File: src/rtl/rng_roll_hold.sv
// Button-triggered dice roller: debounced press starts a roll that samples the
// upstream random byte on ROLL_TICKS slow ticks, then freezes it on 7-seg.
module rng_roll_hold #(
  parameter int TICK_DIV   = 5_000_000,
  parameter int ROLL_TICKS = 20,
  parameter int DB_CYCLES  = 500_000
) (
  input  logic       CLK,
  input  logic       EN,
  input  logic [7:0] rnd_in,
  input  logic       rnd_valid,
  input  logic       BTN,
  output logic [7:0] held,
  output logic       busy,
  output logic       done,
  output logic [6:0] HEX0,
  output logic [6:0] HEX1
);

  localparam int TICK_W = $clog2(TICK_DIV);
  localparam int ROLL_W = $clog2(ROLL_TICKS + 1);
  localparam int DB_W   = $clog2(DB_CYCLES + 1);

  localparam logic [1:0] S_IDLE = 2'd0;
  localparam logic [1:0] S_ROLL = 2'd1;
  localparam logic [1:0] S_HOLD = 2'd2;

  localparam logic [6:0] SEG_DASH = 7'b0111111;

  function automatic logic [6:0] hex_glyph(input logic [3:0] v);
    logic [6:0] g;
    case (v)
      4'h0:    g = 7'b1000000;
      4'h1:    g = 7'b1111001;
      4'h2:    g = 7'b0100100;
      4'h3:    g = 7'b0110000;
      4'h4:    g = 7'b0011001;
      4'h5:    g = 7'b0010010;
      4'h6:    g = 7'b0000010;
      4'h7:    g = 7'b1111000;
      4'h8:    g = 7'b0000000;
      4'h9:    g = 7'b0010000;
      4'hA:    g = 7'b0001000;
      4'hB:    g = 7'b0000011;
      4'hC:    g = 7'b1000110;
      4'hD:    g = 7'b0100001;
      4'hE:    g = 7'b0000110;
      default: g = 7'b0001110;
    endcase
    return g;
  endfunction

  logic              sync1_q, sync1_d;
  logic              sync2_q, sync2_d;
  logic              db_q, db_d;
  logic              db_prev_q, db_prev_d;
  logic [DB_W-1:0]   db_cnt_q, db_cnt_d;
  logic [7:0]        last_q, last_d;
  logic [1:0]        state_q, state_d;
  logic [TICK_W-1:0] tick_cnt_q, tick_cnt_d;
  logic [ROLL_W-1:0] roll_cnt_q, roll_cnt_d;
  logic [7:0]        held_q, held_d;
  logic              busy_q, busy_d;
  logic              done_q, done_d;
  logic [6:0]        hex0_q, hex0_d;
  logic [6:0]        hex1_q, hex1_d;

  logic press;
  logic tick;
  logic final_tick;

  assign press      = db_q & ~db_prev_q;
  assign tick       = (state_q == S_ROLL) && (tick_cnt_q == TICK_W'(TICK_DIV - 1));
  assign final_tick = tick && (roll_cnt_q == ROLL_W'(ROLL_TICKS - 1));

  // Synchroniser and debouncer: counter tracks consecutive cycles of disagreement.
  always_comb begin
    sync1_d   = BTN;
    sync2_d   = sync1_q;
    db_d      = db_q;
    db_cnt_d  = '0;
    db_prev_d = db_q;
    if (sync2_q != db_q) begin
      if (db_cnt_q == DB_W'(DB_CYCLES - 1)) begin
        db_d     = sync2_q;
        db_cnt_d = '0;
      end else begin
        db_cnt_d = db_cnt_q + 1'b1;
      end
    end
  end

  always_comb begin
    last_d     = rnd_valid ? rnd_in : last_q;
    state_d    = state_q;
    tick_cnt_d = '0;
    roll_cnt_d = roll_cnt_q;
    held_d     = held_q;
    done_d     = 1'b0;
    case (state_q)
      S_IDLE, S_HOLD: begin
        if (press) begin
          state_d    = S_ROLL;
          roll_cnt_d = '0;
        end
      end
      S_ROLL: begin
        if (tick) begin
          // Same-cycle strobe wins over the captured byte.
          held_d     = rnd_valid ? rnd_in : last_q;
          roll_cnt_d = roll_cnt_q + 1'b1;
          if (final_tick) begin
            state_d = S_HOLD;
            done_d  = 1'b1;
          end
        end else begin
          tick_cnt_d = tick_cnt_q + 1'b1;
        end
      end
      default: state_d = S_IDLE;
    endcase
    busy_d = (state_d == S_ROLL);
    hex0_d = (state_q == S_IDLE) ? SEG_DASH : hex_glyph(held_q[3:0]);
    hex1_d = (state_q == S_IDLE) ? SEG_DASH : hex_glyph(held_q[7:4]);
  end

  always_ff @(posedge CLK) begin
    if (!EN) begin
      sync1_q    <= 1'b0;
      sync2_q    <= 1'b0;
      db_q       <= 1'b0;
      db_prev_q  <= 1'b0;
      db_cnt_q   <= '0;
      last_q     <= '0;
      state_q    <= S_IDLE;
      tick_cnt_q <= '0;
      roll_cnt_q <= '0;
      held_q     <= '0;
      busy_q     <= 1'b0;
      done_q     <= 1'b0;
      hex0_q     <= SEG_DASH;
      hex1_q     <= SEG_DASH;
    end else begin
      sync1_q    <= sync1_d;
      sync2_q    <= sync2_d;
      db_q       <= db_d;
      db_prev_q  <= db_prev_d;
      db_cnt_q   <= db_cnt_d;
      last_q     <= last_d;
      state_q    <= state_d;
      tick_cnt_q <= tick_cnt_d;
      roll_cnt_q <= roll_cnt_d;
      held_q     <= held_d;
      busy_q     <= busy_d;
      done_q     <= done_d;
      hex0_q     <= hex0_d;
      hex1_q     <= hex1_d;
    end
  end

  assign held = held_q;
  assign busy = busy_q;
  assign done = done_q;
  assign HEX0 = hex0_q;
  assign HEX1 = hex1_q;

endmodule
File: config.mk
export PLATFORM = sky130hd
export DESIGN_NAME = rng_roll_hold
export DESIGN_NICKNAME = d
export VERILOG_FILES = /design/src/rtl/rng_roll_hold.sv
export SDC_FILE = /design/constraint.sdc
export NUM_CORES = 1
export LEC_CHECK = 0
export CAP_MARGIN = 20
export CORE_ASPECT_RATIO = 1.2
export CORE_MARGIN = 2
export CORE_UTILIZATION = 55
export CTS_CLUSTER_SIZE = 14
export DETAILED_ROUTE_END_ITERATION = 6
export PLACE_DENSITY_LB_ADDON = 0.2
export SYNTH_ARGS = -nofsm -noshare
export SYNTH_HDL_FRONTEND = slang
export SYNTH_SLANG_ARGS = --single-unit
File: constraint.sdc
create_clock -name CLK -period 3.09 [get_ports CLK]
set_input_delay 0.927 -clock CLK [delete_from_list [all_inputs] [get_ports CLK]]
set_output_delay 0.927 -clock CLK [all_outputs]
set_load 0.02 [all_outputs]
Yosys cells after proc, flatten, opt, wreduce, memory -nomap -nowiden
Memory sizes are Yosys's and may differ from the RTL's. A register that Yosys moved wholly into a read port is not among the register bits.
Index checks and enable logic that the tools add are counted.
Word-level totals
  register bits after elaboration: 71
  bits in read-only memories: 224
  input port bits: 12
  output and inout bits: 24
  logic and storage cells: 52
  memories: 2
Operators by class
  $add $sub $neg: 3
  equal/unequal tests: 9
  multiplexer cells: 9
  bitwise logic cells: 5
  reduce and logical (&&, ||, !) cells: 12
Memories
  (name not given): words 16, width 7, read ports 1, clocked after memory_dff 1, wr ports 0, line 32  | case (v)
  (name not given): words 16, width 7, read ports 1, clocked after memory_dff 1, wr ports 0, line 32
Operator list (number)
  adder 23 x 1 -> 23 bit (second input constant): 1
  equality test 23 bit (second input constant): 1
  adder 19 x 1 -> 19 bit (second input constant): 1
  equality test 19 bit (second input constant): 1
  2-to-1 mux 5 bit: 2
  case mux 5 bit (2 select lines): 1
  2-to-1 mux 8 bit: 1
  2-to-1 mux 2 bit: 3
  AND reduction 3 bit: 2
  OR reduction 3 bit: 2
  adder 5 x 1 -> 5 bit (second input constant): 1
  equality test 5 bit (second input constant): 1
  equality test 2 x 1 -> 1 bit (second input constant): 2
  != test 2 bit (second input constant): 2
  inverter 1 bit: 4
  case mux 2 bit (2 select lines): 1
  AND reduction 2 bit: 2
  OR reduction 2 bit: 2
  equality test 2 bit (second input constant): 1
  logical AND 1 bit: 2
  zero test 2 bit: 1
  nonzero test 2 bit: 1
  bitwise AND 1 bit: 1
  2-to-1 mux 1 bit: 1
  != test 1 bit: 1

Logic depth before layout (Yosys ltp)
  depth in word-level cells: 7
  mapped depth: 7

Worst setup path after synthesis
OpenSTA, ideal clock, no wires.
  kind: register -> register
  from: reg tick_cnt_q[0]
  to: reg roll_cnt_q[3]
  arrival: 1.810 ns
  data required time: 3.020 ns
  setup slack: 1.210 ns
  stages on the path, launching flop included: 7
  buffers on the path: 0
  clock period less this slack: 1.880 ns
  cell sequence: dfxtp_1 ha_1 nand4_4 nor4_4 nand3_2 or4_1 a21oi_1
Between the ends
  cells in the longest elaborated chain, start to end: 4
RTL lines
  start: declaration: line 60  | logic [TICK_W-1:0] tick_cnt_q, tick_cnt_d;
  start signal: assignment: line 151  | tick_cnt_q <= tick_cnt_d;
  equality test 23 bit: line 73  | assign tick = (state_q == S_ROLL) && (tick_cnt_q == TICK_W'(TICK_DIV - 1));
  logical AND 1 bit: line 73
  != test 2 bit (no line)
  AND reduction 3 bit (no line)
  end signal: assignment: line 152  | roll_cnt_q <= roll_cnt_d;
  end: declaration: line 61  | logic [ROLL_W-1:0] roll_cnt_q, roll_cnt_d;
Every way passes these cells.
A chain may end at the register's enable or synchronous reset.

Worst setup path in the final report
  from: reg held_q[6] (netlist: held[6])
  to: out held[6]
RTL lines
  start: declaration: line 62  | logic [7:0] held_q, held_d;
  start signal: assignment: line 153  | held_q <= held_d;
  end: declaration: line 13  | output logic [7:0] held,
No word-level cell between the ends.

==> run_results.csv <==
group,metric,value,unit
finish,final_layout_size_suffix_gt1_share,5.48,%
yosys,syn_nets,444,
sta,rsz0062_at_grt,"false",
yosys,synthCells,417,
finish,synthToLayoutAreaGrowth,16.9,%
sta,worst_pin_slew,800,ps
yosys,synth_area,3740,um^2
place,gp_congestion,0.931,
yosys,netlist.top_cell.by_area,"dfxtp_1",
cts,clk_latency,360,ps
cts,cts-buffers-inserted,9,
global_route,grt_usage,20.7,%
cts,tritoncts,"built",
finish,fillerInstances,540,
yosys,yosys.area_share.xor_xnor,9.14,%
yosys,synth.area.mux_share,2.95,%
yosys,synth-compound-area-share,7.20,%
global_route,grt_pass1_vias,2788,
min_path,worstHoldStart,"sync1_q$_SDFF_PN0_",
critical_path,worst_path_max_delay_cell,"clkdlybuf4s50_1",
place,hpwl,5040,um
die,die_h,94.3,um
cts,hold_buffers,0,
die,coreArea,6490,um^2
sta,slew_headroom,46.2,%
route,first_pass_iters,4,
route,routedWlPerCell,13.0,um
die,die_x,79.3,um
route,vias,2859,
yosys,synth.most_common_cell,"dfxtp_1",
critical_path,arrival,1560,ps
yosys,synth_top_family_by_area,"simple AND/OR/NAND/NOR gates",
die,row_count,32,
yosys,ys_seq_area_share,45.5,%
cts,htreeDepth,3,
pwr,power_density,445,nW/um^2
critical_path,crit_family,"buffers and inverters",
cts,cts-root-buf,"clkbuf_8",
critical_path,max_stage_delay,670,ps
flow_run,drv_cap,0,
sta,tns,0,ps
die,start_util,57.6,%
route,drt_iter0_drc,139,
global_route,antenna_found_initial,0,
critical_path,critPathKind,"reg2out",
min_path,holdPathEnd,"sync2_q$_SDFF_PN0_",
sta,fin_crit,2480,ps
sta,setup_viol,0,
cts,cts_num_sinks,85,
yosys,yosysUniqueCellTypes,41,
yosys,ys_top_cells_by_count,"85 x dfxtp_1, 61 x nor2_1, 38 x nand3_1, 34 x nand2_1, 24 x xor2_1",
yosys,synthTopCellsByArea,"dfxtp_1 46%, nor2_1 6.1%, xor2_1 5.6%",
outcome,status,"finished, final reports clean",
yosys,synth_area_per_cell,8.96,um^2
place,io_buffers,35,
cts,postCtsSetupBuffers,0,
yosys,ys_async_sr_fraction,0,%
route,avgViaCountPerCell,5.28,
die,die-area,7470,um^2
pwr,total_leakage_power,1.55,nW
critical_path,path_cells,"clkdlybuf4s50_1",
yosys,ys.flop_type,"dfxtp_1",
sta,fmax,403,MHz
yosys,synth-simple-area-share,27.5,%
critical_path,critPathBufInv,1,
cts,clockBufferDepth,2,
place,pre_cts_ws,469,ps
critical_path,worstPathMaxFanout,11,
global_route,grt_max_degree,23,
critical_path,cp.required,2160,ps
sta,hold_viol,0,
sta,min_period_over_period,80.3,%
global_route,gr-total-overflow,0,
min_path,hp-class,"reg2reg",
critical_path,r2r-start,"tick_cnt_q[0]$_SDFF_PP0_",
pwr,max-vdd-ir-drop,303,uV
yosys,ys_ff_latch,85,
min_path,worst_hold_path.num_cells,1,
route,antenna_left,0,
yosys,synth_top_area_share,45.5,%
sta,clock_skew,12.7,ps
yosys,yosysWarnings,0,
finish,fin_nets,479,
critical_path,cp-end-kind,"output pin",
critical_path,rr_endpoint,"roll_cnt_q[3]$_SDFFE_PN0P_",
finish,num_antenna_cells,0,
critical_path,start_kind,"flop",
sta,drv_slew,0,
global_route,grt_pass1_wl,12200,um
sta,finalWorstSetupSlack,607,ps
route,drt_wl_total,7050,um
critical_path,ff2ff_setup_slack,820,ps
yosys,synth_edf_count,0,
yosys,synthAdderAreaFrac,5.02,%
cts,post_cts_resize_count,0,
pwr,power,1.94,mW
critical_path,rr_worst_depth,6,
route,drc,0,
cts,cts.clk_slew.worst_paths,80,ps
die,io_pins,36,
## cells by family after synthesis
family	Yosys count
and+or+nand+nor	199
xor gates and xnor gates	39
AOI/OAI and AO/OA	41
buffers and inverters	27
DFF	85
adders and majority gates	15
muxes	11
## layout make-up
class / count / area (um^2) / share of cell area, %
multi-input combinational: 305 / 1930 / 44.3
sequential: 85 / 1700 / 39.0
timing repair buffer: 39 / 380 / 8.71
clock buffer: 12 / 155 / 3.55
tap: 85 / 106 / 2.43
clock inverter: 3 / 45.0 / 1.03
inverter: 12 / 45.0 / 1.03
## layer usage
layer | global-route usage, % | vias up | part of all wire (%)
met1 | 24.0 | 1305 | 47
met5 | 0 | - | 0
met4 | 10.1 | 0 | 2.2
met3 | 5.19 | 15 | 3.0
li1 | - | 1494 | -
met2 | 35.7 | 45 | 48
## where the power goes
group,internal (mW),leakage [nW],total [mW],switching [mW]
Clock,0.414,0.0947,0.799,0.385
Sequential,1.10,0.687,1.10,0.00222
Combinational,0.0228,0.772,0.0408,0.0180
Total,1.54,1.55,1.94,0.405
## through the flow
stage	std cells	utilization, %	instance area, um^2	hold WS, ps
6_report	541	67.3	4370	437
5_1_grt	541	67.3	4370	456
4_1_cts	541	67.3	4370	441
3_5_place_dp	526	64.3	4170	429
3_3_place_gp	526	64.3	4170	415
2_1_floorplan	417	-	3740	412
## placed cells by master, fill, tap and decap left out, types with 3 or more instances in the layout
master and count:
nor3_1 4, clkdlybuf4s50_1 35, dfxtp_1 85, xor2_1 24, nand4_1 9, inv_1 12, nand3_1 38, and2_1 7
mux2i_1 11, nand2b_1 3, clkbuf_8 11, and3_1 9, buf_4 4, ha_1 15, o311ai_0 4, nor4_1 4
nor2b_1 13, a21oi_1 8, xnor2_1 15, o21ai_0 11, o211ai_1 4, nor2_1 61, nand2_1 34, a21boi_0 3
## state kept, by name, summed over array words and instances, names as in the netlist, 2 cells and up
register and flops:
HEX1 7, roll_cnt_q 5, tick_cnt_q 23, HEX0 7
state_q 2, last_q 8, db_cnt_q 19, held 8
## worst max path at each step
stage	startpoint	to	slack (ps)	cells past startpoint
finish	held[6]$_SDFFE_PN0P_	held[6]	610	1
global route	held[6]$_SDFFE_PN0P_	held[6]	520	1
CTS	held[2]$_SDFFE_PN0P_	held[2]	600	1
detailed placement	EN	tick_cnt_q[22]$_SDFF_PP0_	470	4
global placement	EN	tick_cnt_q[22]$_SDFF_PP0_	510	4
floorplan	tick_cnt_q[0]$_SDFF_PP0_	roll_cnt_q[3]$_SDFFE_PN0P_	1210	6
Power figures use the tool's default switching activity.
